==> config.mk <==
export PLATFORM = sky130hd
export DESIGN_NAME = ce_step_gen
export DESIGN_NICKNAME = d
export VERILOG_FILES = /design/src/rtl/ce_step_gen.sv
export SDC_FILE = /design/constraint.sdc
export NUM_CORES = 1
export LEC_CHECK = 0
export CORE_AREA = 2 2 60 62
export CTS_BUF_LIST = sky130_fd_sc_hd__clkbuf_8
export CTS_CLUSTER_SIZE = 25
export DETAILED_ROUTE_END_ITERATION = 10
export DIE_AREA = 0 0 62 64
export PLACE_DENSITY = 0.78
export SYNTH_ARGS = -nofsm -noshare
export SYNTH_HDL_FRONTEND = slang
export SYNTH_SLANG_ARGS = --single-unit
==> constraint.sdc <==
create_clock -name CLK -period 3.15 [get_ports CLK]
set_input_delay 0.63 -clock CLK [delete_from_list [all_inputs] [get_ports CLK]]
set_output_delay 0.63 -clock CLK [all_outputs]
set_load 0.03 [all_outputs]
==> src/rtl/ce_step_gen.sv <==
// Clock-enable generator: prescaled free-run CE, or one debounced CE per button press.
// The debounce FSM runs in both modes; only the CE source depends on MODE.
//
// state      | meaning
// -----------+------------------------------------------------------
// ST_STABLE0 | button settled low, BTN_DB=0
// ST_CHK1    | BTN_S went high, counting stable-high samples, BTN_DB=0
// ST_STABLE1 | button settled high, BTN_DB=1
// ST_CHK0    | BTN_S went low, counting stable-low samples, BTN_DB=1
module ce_step_gen #(
  parameter int DIV_W  = 16,
  parameter int DB_CNT = 20
) (
  input  logic             CLK,
  input  logic             R,
  input  logic             MODE,
  input  logic             RUN,
  input  logic [DIV_W-1:0] DIV,
  input  logic             BTN,
  output logic             BTN_DB,
  output logic             CE
);

  localparam int CW = $clog2(DB_CNT + 1);
  localparam logic [CW-1:0] DB_LAST = CW'(DB_CNT - 1);

  localparam logic [1:0] ST_STABLE0 = 2'd0;
  localparam logic [1:0] ST_CHK1    = 2'd1;
  localparam logic [1:0] ST_STABLE1 = 2'd2;
  localparam logic [1:0] ST_CHK0    = 2'd3;

  logic             btn_m;
  logic             btn_s;
  logic [1:0]       state;
  logic [1:0]       state_nxt;
  logic [CW-1:0]    db_cnt;
  logic [CW-1:0]    db_cnt_nxt;
  logic [CW-1:0]    db_inc;
  logic             btn_db_nxt;
  logic             press;
  logic [DIV_W-1:0] cnt;
  logic             mode_q;

  assign db_inc = db_cnt + CW'(1);

  // The sample that enters CHKx counts as the first stable one, so the level
  // flips after exactly DB_CNT consecutive agreeing samples of BTN_S.
  always_comb begin
    state_nxt  = state;
    db_cnt_nxt = db_cnt;
    press      = 1'b0;
    case (state)
      ST_STABLE0: begin
        if (btn_s) begin
          if (DB_CNT == 1) begin
            state_nxt = ST_STABLE1;
            press     = 1'b1;
          end else begin
            state_nxt  = ST_CHK1;
            db_cnt_nxt = '0;
          end
        end
      end
      ST_CHK1: begin
        if (!btn_s) begin
          state_nxt = ST_STABLE0;
        end else if (db_inc == DB_LAST) begin
          state_nxt = ST_STABLE1;
          press     = 1'b1;
        end else begin
          db_cnt_nxt = db_inc;
        end
      end
      ST_STABLE1: begin
        if (!btn_s) begin
          if (DB_CNT == 1) begin
            state_nxt = ST_STABLE0;
          end else begin
            state_nxt  = ST_CHK0;
            db_cnt_nxt = '0;
          end
        end
      end
      ST_CHK0: begin
        if (btn_s) begin
          state_nxt = ST_STABLE1;
        end else if (db_inc == DB_LAST) begin
          state_nxt = ST_STABLE0;
        end else begin
          db_cnt_nxt = db_inc;
        end
      end
      default: state_nxt = ST_STABLE0;
    endcase
  end

  assign btn_db_nxt = (state_nxt == ST_STABLE1) || (state_nxt == ST_CHK0);

  always_ff @(posedge CLK) begin
    if (R) begin
      btn_m  <= 1'b0;
      btn_s  <= 1'b0;
      state  <= ST_STABLE0;
      db_cnt <= '0;
      BTN_DB <= 1'b0;
      CE     <= 1'b0;
      cnt    <= '0;
      mode_q <= MODE;
    end else begin
      btn_m  <= BTN;
      btn_s  <= btn_m;
      state  <= state_nxt;
      db_cnt <= db_cnt_nxt;
      BTN_DB <= btn_db_nxt;
      mode_q <= MODE;
      if (MODE != mode_q) begin
        cnt <= '0;
        CE  <= 1'b0;
      end else if (MODE) begin
        cnt <= '0;
        CE  <= press;
      end else if (RUN) begin
        // >= rather than == so a DIV lowered below CNT wraps at once
        if (cnt >= DIV) begin
          cnt <= '0;
          CE  <= 1'b1;
        end else begin
          cnt <= cnt + DIV_W'(1);
          CE  <= 1'b0;
        end
      end else begin
        CE <= 1'b0;
      end
    end
  end

endmodule
==> flow_summary.yaml, run 1 <==
power:
  leakagePower_uw: 0.000832
  irDropWorstVdd_mv: 0.216
  power_density_mw_per_mm2: 307
grt:
  grt_pass1_wl_mm: 5.69
  grtUsageTotal: 0.185
  grt_pass1_vias: 1336
  grt_max_degree: 18
  grt_antenna_before_repair: 0
  grt-ovfl-total: 0
run:
  max_cap_viol_count: 0
yosys:
  synth-async-reset-ratio: 0
  ys_ff_latch: 28
  synth_edf_count: 0
  synthFlopType: "dfxtp_1"
  syn_inst: 203
  synth.yosys.seq_area_share: 0.316
  ys_warn_count: 0
  synth.cell_area_mm2: 0.00177
  avgSynthCellArea_um2: 8.73
  synth_fp_nets: 243
  ys_types: 43
clock_tree:
  post_cts_resized: 0
  htreeDepth: 1
  post_cts_buffers: 0
  clkTransAtPathRegs_ps: 90
  hold_buffers: 0
  clk_latency_ps: 270
  cts_buffer_depth: 2
  cts_buffers: 3
  cts_tree: "built"
  cts.sinks: 28
  cts_root_buf: "clkbuf_8"
worst_setup_path:
  slowest_delay_ps: 460
  cp.buffers_inverters: 3
  crit_start: "DIV[15]"
  worst-endpoint-arrival_ps: 2680
  r2r_start: "cnt[0]"
  slowest_stage: "clkdlybuf4s50_1"
  worstPathMaxFanout: 16
  cp-start-kind: "primary input"
  cp_top_family: "buffers and inverters"
  crit_chain: "clkdlybuf4s50_1 -> inv_1 -> ha_1 -> nand4_1 -> nor2_1 -> nor4_2 -> a31oi_4 -> buf_4 -> a22o_1"
  worstPathRequired_ps: 3320
  crit_type: "in -> reg"
  endpoint_kind: "flip-flop"
hold_path:
  hp-start: "btn_m"
  hp-class: "reg -> reg"
route:
  vias_per_cell: 5.22
  ant_nets: 0
  drt_iter0_markers: 58
  vias: 1424
  detail_route.wl_per_cell_um: 11.2
  drc: 0
  drt_pre_antenna_iters: 4
  wl_mm: 3.06
sta:
  setup_viol_count_final: 0
  skew_ps: 2.86
  fin_tns_setup_ps: 0
  min_period_over_period: 0.795
  rsz0062_at_grt: "no"
  fmax_mhz: 399
  whs_ps: 447
  max_slew_margin: 0.680
  worst_slack_ps: 646
  drv_slew: 0
  worstMarginPinSlew_ps: 475
  finalHoldViolCount: 0
  finalCriticalPeriod_ps: 2500
placement:
  gp_congestion: 0.756
  hpwl_mm: 2.40
  dp.cells: 269
  dp_slack_ps: 362
  numPortBuffers: 22
floorplan:
  dieArea_mm2: 0.00397
  die_h_um: 64
  core_area_mm2: 0.00328
  start_util: 0.540
  num_rows: 21
  dieWidth_um: 62
  ioPinCount: 23
finish:
  instances_no_fill: 273
  n_antenna_cell: 0
  drive_gt1_frac: 0.110
  final_cell_mix: "28 x dfxtp_1, 25 x inv_1, 22 x clkdlybuf4s50_1"
  areaGrowthSynthToFinish_pct: 17.6
  fin_util: 0.635
  fin_nets: 268
  final_common_cell: "dfxtp_1"
outcome:
  outcome: "finished, final reports clean"
metal layers:
metal | part of all wire | global-route usage | vias up | routed length, µm
met5 | 0 | 0 | - | 0
met4 | 0.012 | 0.0638 | 0 | 36
met3 | 0.029 | 0.0202 | 4 | 90
met2 | 0.45 | 0.284 | 21 | 1370
met1 | 0.51 | 0.263 | 642 | 1560
li1 | - | - | 757 | -
state kept, by name, summed over array words and instances, names as in the netlist:
signal,count
btn_s,1
btn_m,1
CE,1
state,2
cnt,16
db_cnt,5
BTN_DB,1
mode_q,1
area by class of cell:
type	instances	area, µm²
clock buffer	4	55.1
fill	283	1200
inverter	25	93.8
multi-input combinational	146	1080
sequential	28	561
tap	46	57.6
timing repair buffer	24	235
cell usage after synthesis, drive strengths merged, types with 2 or more instances:
cell | n | area (µm²)
a21oi | 13 | 65.1
a31oi | 3 | 33.8
and2 | 2 | 12.5
and3 | 3 | 20.0
and4 | 2 | 18.8
buf | 2 | 18.8
clkbuf | 2 | 17.5
dfxtp | 28 | 561
ha | 19 | 238
inv | 25 | 93.8
mux2i | 3 | 30.0
nand2 | 15 | 56.3
nand2b | 2 | 20.0
nand3 | 6 | 30.0
nand4 | 9 | 56.3
nor2 | 10 | 37.5
nor2b | 3 | 18.8
nor3 | 20 | 150
nor4 | 2 | 18.8
o21ai | 4 | 20.0
o22ai | 2 | 12.5
or3 | 2 | 13.8
xnor2 | 8 | 70.1
xor2 | 8 | 70.1
path summary, 6_finish.rpt:
check | to | slack [ps] | depth (start not counted)
setup / recovery | CE | 650 | 9
hold / removal | btn_s | 450 | 1
setup reg to reg | CE | 1010 | 8
hold reg to reg | btn_s | 450 | 1
metrics by stage:
| step | instance area (µm²) | power, µW |
|---|---|---|
| floorplan | 1770 | 398 |
| global placement | 2030 | 428 |
| detailed placement | 2030 | 429 |
| CTS | 2080 | 648 |
| global route | 2080 | 671 |
| finish | 2080 | 640 |
power by group:
group | total (µW) | switching [µW] | leakage [µW] | internal [µW]
Combinational | 60.6 | 24.7 | 0.000577 | 35.9
Clock | 220 | 108 | 0.0000288 | 112
Sequential | 360 | 2.70 | 0.000227 | 357
cell families (layout without fill, tap and decap cells):
| logic type | Yosys count | count (layout) | synth area share |
|---|---|---|---|
| compound gates | 30 | 30 | 0.115 |
| buf+inv | 29 | 53 | 0.0734 |
| mux | 4 | 4 | 0.0233 |
| xor+xnor | 16 | 16 | 0.0790 |
| flops | 28 | 28 | 0.316 |
| fa+ha+maj | 19 | 19 | 0.134 |
| simple gates | 77 | 77 | 0.259 |
(Power assumes the default switching activity.)
==> run 2, diff against run 1 <==
==> config.mk (replaced) <==
export PLATFORM = sky130hd
export DESIGN_NAME = ce_step_gen
export DESIGN_NICKNAME = d
export VERILOG_FILES = /design/src/rtl/ce_step_gen.sv
export SDC_FILE = /design/constraint.sdc
export NUM_CORES = 1
export LEC_CHECK = 0
export CORE_AREA = 2 2 62 64
export CTS_BUF_LIST = sky130_fd_sc_hd__clkbuf_8
export CTS_CLUSTER_SIZE = 25
export DETAILED_ROUTE_END_ITERATION = 10
export DIE_AREA = 0 0 64 66
export PLACE_DENSITY = 0.76
export SYNTH_ARGS = -nofsm -noshare
export SYNTH_HDL_FRONTEND = slang
export SYNTH_SLANG_ARGS = --single-unit
==> constraint.sdc (replaced) <==
create_clock -name CLK -period 2.3 [get_ports CLK]
set_input_delay 0.46 -clock CLK [delete_from_list [all_inputs] [get_ports CLK]]
set_output_delay 0.46 -clock CLK [all_outputs]
set_load 0.03 [all_outputs]
==> run 2 against run 1 <==
Clock skew up 5.3 ps; via count up 4.4%; count of clock-buffer cells in the layout down 1; sequential power up 37%; first-iteration DRC count down 36%.
==> flow_summary.yaml, run 2 (synthesized netlist as in run 1, its figures left out) <==
outcome:
  outcome: "finished, final reports clean"
worst_setup_path:
  crit_type: "in -> reg"
  slowest_delay_ps: 460
  cp-start-kind: "primary input"
  worstPathRequired_ps: 2500
  worstPathMaxFanout: 5
  crit_chain: "clkdlybuf4s50_1 -> inv_1 -> ha_1 -> nand4_1 -> nor2_2 -> nor4_2 -> buf_4 -> a31oi_4 -> buf_4 -> nor3_2"
  cp_top_family: "buffers and inverters"
  endpoint_kind: "flip-flop"
  path_common_cell: "buf_4"
  worst-endpoint-arrival_ps: 2430
  cp.buffers_inverters: 4
  slowest_stage: "clkdlybuf4s50_1"
finish:
  drive_gt1_frac: 0.158
  final_common_cell: "dfxtp_1"
  areaGrowthSynthToFinish_pct: 22.2
  fin_area_mm2: 0.00217
  top_register: "cnt"
  reg_top3: "cnt (16), db_cnt (5), state (2)"
  n_antenna_cell: 0
  nFillCells: 329
  final_cell_mix: "28 x dfxtp_1, 25 x inv_1, 22 x clkdlybuf4s50_1"
  largest_reg_flops: 16
  fin_nets: 276
route:
  detail_route.wl_per_cell_um: 13.1
  ant_nets: 0
  drt_iter0_markers: 37
  drc: 0
  vias_per_cell: 5.27
  vias: 1486
  drt_pre_antenna_iters: 4
  wl_mm: 3.69
floorplan:
  die_h_um: 66
  start_util: 0.499
  ioPinCount: 23
  num_rows: 22
  dieArea_mm2: 0.00422
  core_area_mm2: 0.00355
  dieWidth_um: 64
clock_tree:
  cts.sinks: 28
  htreeDepth: 1
  clkTransAtPathRegs_ps: 90
  cts_buffer_depth: 2
  cts_tree: "built"
  cts_root_buf: "clkbuf_8"
  cts_buffers: 3
  clk_latency_ps: 270
placement:
  place_area_mm2: 0.00208
  hpwl_mm: 2.75
  gp_congestion: 0.752
  dp_slack_ps: -236
  numPortBuffers: 22
sta:
  skew_ps: 8.15
  worst_slack_ps: 66.7
  setup_viol_count_final: 0
  max_slew_margin: 0.652
  finalCriticalPeriod_ps: 2230
  finalHoldViolCount: 0
  fmax_mhz: 448
  worstMarginPinSlew_ps: 521
  min_period_over_period: 0.971
  rsz0062_at_grt: "yes"
  drv_slew: 0
grt:
  grtUsageTotal: 0.175
  grt_pass1_vias: 1417
  grt_antenna_before_repair: 0
  grt_pass1_wl_mm: 5.98
  grt-ovfl-total: 0
  grt_max_degree: 18
power:
  leakagePower_uw: 0.000867
  p_total_uw: 843
  irDropWorstVdd_mv: 0.311
  power_density_mw_per_mm2: 389
run:
  max_cap_viol_count: 0
hold_path:
  hp-class: "reg -> reg"
run 2: cell types whose count changed in the layout (fill, tap and decap cells not counted), sizes merged:
cell | previous run | this run
clkbuf | 4 | 3
buf | 2 | 10
run 2: timing repair:
item	4_1_cts	5_1_grt
resized for setup	0	10
hold buffers	0	0
endpoints found under the setup margin	0	9
buffers inserted	0	1
run 2: per-layer routing:
layer,up-vias,global-route usage,share of wire
met4,0,0.0408,0.0089
met3,5,0.0221,0.049
li1,771,-,-
met1,672,0.225,0.47
met5,-,0,0
met2,38,0.311,0.47
run 2: cell type report:
cell class,count,area [µm²],area share
repair buffers,32,303,0.140
flip-flops and latches,28,561,0.259
multi-input cells,146,1110,0.512
well taps,48,60.1,0.0277
clock buffers,3,41.3,0.0191
inverters,25,93.8,0.0433
run 2: worst paths after layout:
kind / slack (ps) / endpoint / cells after the start / startpoint
min: 460 / btn_s / 1 / btn_m
min reg2reg: 460 / btn_s / 1 / btn_m
max reg2reg: 350 / cnt[8] / 8 / cnt[0]
max: 70 / cnt[8] / 10 / DIV[13]
run 2: worst reg2reg max path: cells and delay by family, from the launching register on:
kind	cells	cell delay, ps
AND/OR/NAND/NOR	2	300
adder cells (fa/ha/maj)	1	260
AO/OA/AOI/OAI	3	710
flip-flops	1	350
buffers and inverters	2	240
run 2: per-stage QoR:
stage               std cells  setup TNS, ps  hold slack, ps  utilization
global route              282          -76.4             473        0.610
finish                    282              0             462        0.610
global placement          277          -2290             416        0.585
CTS                       280              0             469        0.597
floorplan                 203              0             414            -
detailed placement        277          -3250             456        0.585
run 2: where the power goes:
part	switching, µW	leakage, µW	internal (µW)
clock	146	0.0000216	118
sequential	3.31	0.000227	489
combinational	36.9	0.000619	49.8
==> run 3, diff against run 2 <==
==> config.mk (replaced) <==
export PLATFORM = sky130hd
export DESIGN_NAME = ce_step_gen
export DESIGN_NICKNAME = d
export VERILOG_FILES = /design/src/rtl/ce_step_gen.sv
export SDC_FILE = /design/constraint.sdc
export NUM_CORES = 1
export LEC_CHECK = 0
export CORE_AREA = 2 2 60 62
export CTS_BUF_LIST = sky130_fd_sc_hd__clkbuf_8
export CTS_CLUSTER_SIZE = 25
export DETAILED_ROUTE_END_ITERATION = 10
export DIE_AREA = 0 0 62 64
export PLACE_DENSITY = 0.78
export SYNTH_ARGS = -nofsm -noshare
export SYNTH_HDL_FRONTEND = slang
export SYNTH_SLANG_ARGS = --single-unit
==> constraint.sdc (replaced) <==
create_clock -name CLK -period 2.1 [get_ports CLK]
set_input_delay 0.42 -clock CLK [delete_from_list [all_inputs] [get_ports CLK]]
set_output_delay 0.42 -clock CLK [all_outputs]
set_load 0.03 [all_outputs]
==> run 3 against run 2 <==
Hold slack lost 12 ps; die area shrank 6.1%; critical path type unchanged; register-to-register slack lost 160 ps; clock power grew 26%; critical endpoint is now cnt[1]; sequential power grew 9.6%; power grew 16%; largest cell class unchanged; utilization grew 9.6 points; non-clock buffer count grew 2; count of clock-buffer cells in the layout grew 1; via count grew 0.40%.
==> flow_summary.yaml, run 3 (synthesized netlist as in run 1, its figures left out) <==
route:
  ant_nets: 0
  drt_iter0_markers: 45
  drt_pre_antenna_iters: 4
  drc: 0
  vias_per_cell: 5.27
  vias: 1492
  wl_mm: 3.70
  detail_route.wl_per_cell_um: 13.1
finish:
  top_register: "cnt"
  nFillCells: 265
  largest_reg_flops: 16
  reg_top3: "cnt (16), db_cnt (5), state (2)"
  drive_gt1_frac: 0.241
  fin_nets: 278
  n_antenna_cell: 0
  final_cell_mix: "28 x dfxtp_1, 19 x inv_1, 15 x nand2_1, 15 x nor3_2, 14 x clkdlybuf4s50_1"
  final_common_cell: "dfxtp_1"
  areaGrowthSynthToFinish_pct: 30.9
worst_setup_path:
  worstPathMaxFanout: 5
  endpoint_kind: "flip-flop"
  worst-endpoint-arrival_ps: 2250
  crit_type: "in -> reg"
  rr_endpoint: "cnt[1]"
  crit_start: "DIV[0]"
  r2r_start: "cnt[13]"
  rrSetupSlack_ps: 190
  worstPathRequired_ps: 2300
  cp-endpoint: "cnt[1]"
  rr_worst_depth: 7
  cp-start-kind: "primary input"
floorplan:
  die_h_um: 64
  core_area_mm2: 0.00328
  ioPinCount: 23
  num_rows: 21
  dieArea_mm2: 0.00397
  start_util: 0.540
  dieWidth_um: 62
hold_path:
  hp-class: "reg -> reg"
  hold-path-cell-count: 1
  hp-start: "btn_m"
sta:
  min_period_over_period: 0.973
  worstMarginPinSlew_ps: 527
  fmax_mhz: 489
  max_slew_margin: 0.648
  finalCriticalPeriod_ps: 2040
  whs_ps: 450
  drv_slew: 0
  setup_viol_count_final: 0
  skew_ps: 7.08
  finalHoldViolCount: 0
power:
  irDropWorstVdd_mv: 0.410
  p_total_uw: 975
  power_density_mw_per_mm2: 420
  leakagePower_uw: 0.000919
grt:
  grt_max_degree: 18
  grt_pass1_vias: 1419
  grt_pass1_wl_mm: 5.95
  grtUsageTotal: 0.194
  grt_antenna_before_repair: 0
  grt-ovfl-total: 0
clock_tree:
  htreeDepth: 1
  clkTransAtPathRegs_ps: 90
  cts_buffers: 3
  cts_buffer_depth: 2
  cts_tree: "built"
  hold_buffers: 0
  cts_root_buf: "clkbuf_8"
  cts.sinks: 28
  clk_latency_ps: 270
placement:
  numPortBuffers: 22
  gp_congestion: 0.811
  hpwl_mm: 2.61
outcome:
  outcome: "finished, final reports clean"
run:
  max_cap_viol_count: 0
run 3: changes by cell type in the layout (fill, tap and decap cells not counted), sizes merged:
cell	delta
dlygate4sd2	+4
buf	+2
dlymetal6s2s	+4
clkbuf	+1
clkdlybuf4s50	-8
run 3: final cells by class:
type / count / area [µm²] / share of cell area
clock buffers: 4 / 55.1 / 0.0237
inverters: 25 / 93.8 / 0.0404
multi-input cells: 146 / 1210 / 0.523
flip-flops and latches: 28 / 561 / 0.242
well taps: 46 / 57.6 / 0.0248
repair buffers: 34 / 339 / 0.146
run 3: worst min path at each step:
stage               endpoint  slack, ps
floorplan              btn_s        410
global placement       btn_s        420
detailed placement     btn_s        430
CTS                    btn_s        450
global route           btn_s        450
finish                 btn_s        450
run 3: what timing repair did:
item,4_1_cts,5_1_grt
setup endpoints to repair,16,17
pin swaps,21,11
resized for setup,25,12
buffers inserted,2,0
run 3: where the power goes:
group	total [µW]	leakage [µW]	internal, µW	switching (µW)
logic	104	0.000663	57.3	46.6
clock network	332	0.0000288	168	165
registers	539	0.000227	536	3.48
total	975	0.000919	761	215
run 3: metrics by stage:
stage / setup WS [ps] / std cells / util / setup TNS, ps / cell area (µm²)
global route: -3.62 / 283 / 0.707 / -3.62 / 2320
finish: 56.0 / 283 / 0.707 / 0 / 2320
CTS: 11.8 / 283 / 0.693 / 0 / 2280
global placement: -381 / 277 / 0.640 / -5740 / 2100
floorplan: 243 / 203 / - / 0 / 1770
detailed placement: -453 / 277 / 0.640 / -6590 / 2100
run 3: worst max-delay path, stage by stage:
cell             delay (ps)
clkdlybuf4s50_1         400
ha_1                    290
nand2b_4                130
a2111o_1                380
o2111ai_2               110
a31oi_4                 190
buf_6                   170
nor3_4                  140
run 3: routing by layer:
layer | track usage | share of wire
met5 | 0 | 0
met4 | 0.0479 | 0.0060
met2 | 0.329 | 0.48
met1 | 0.254 | 0.49
met3 | 0.0243 | 0.029
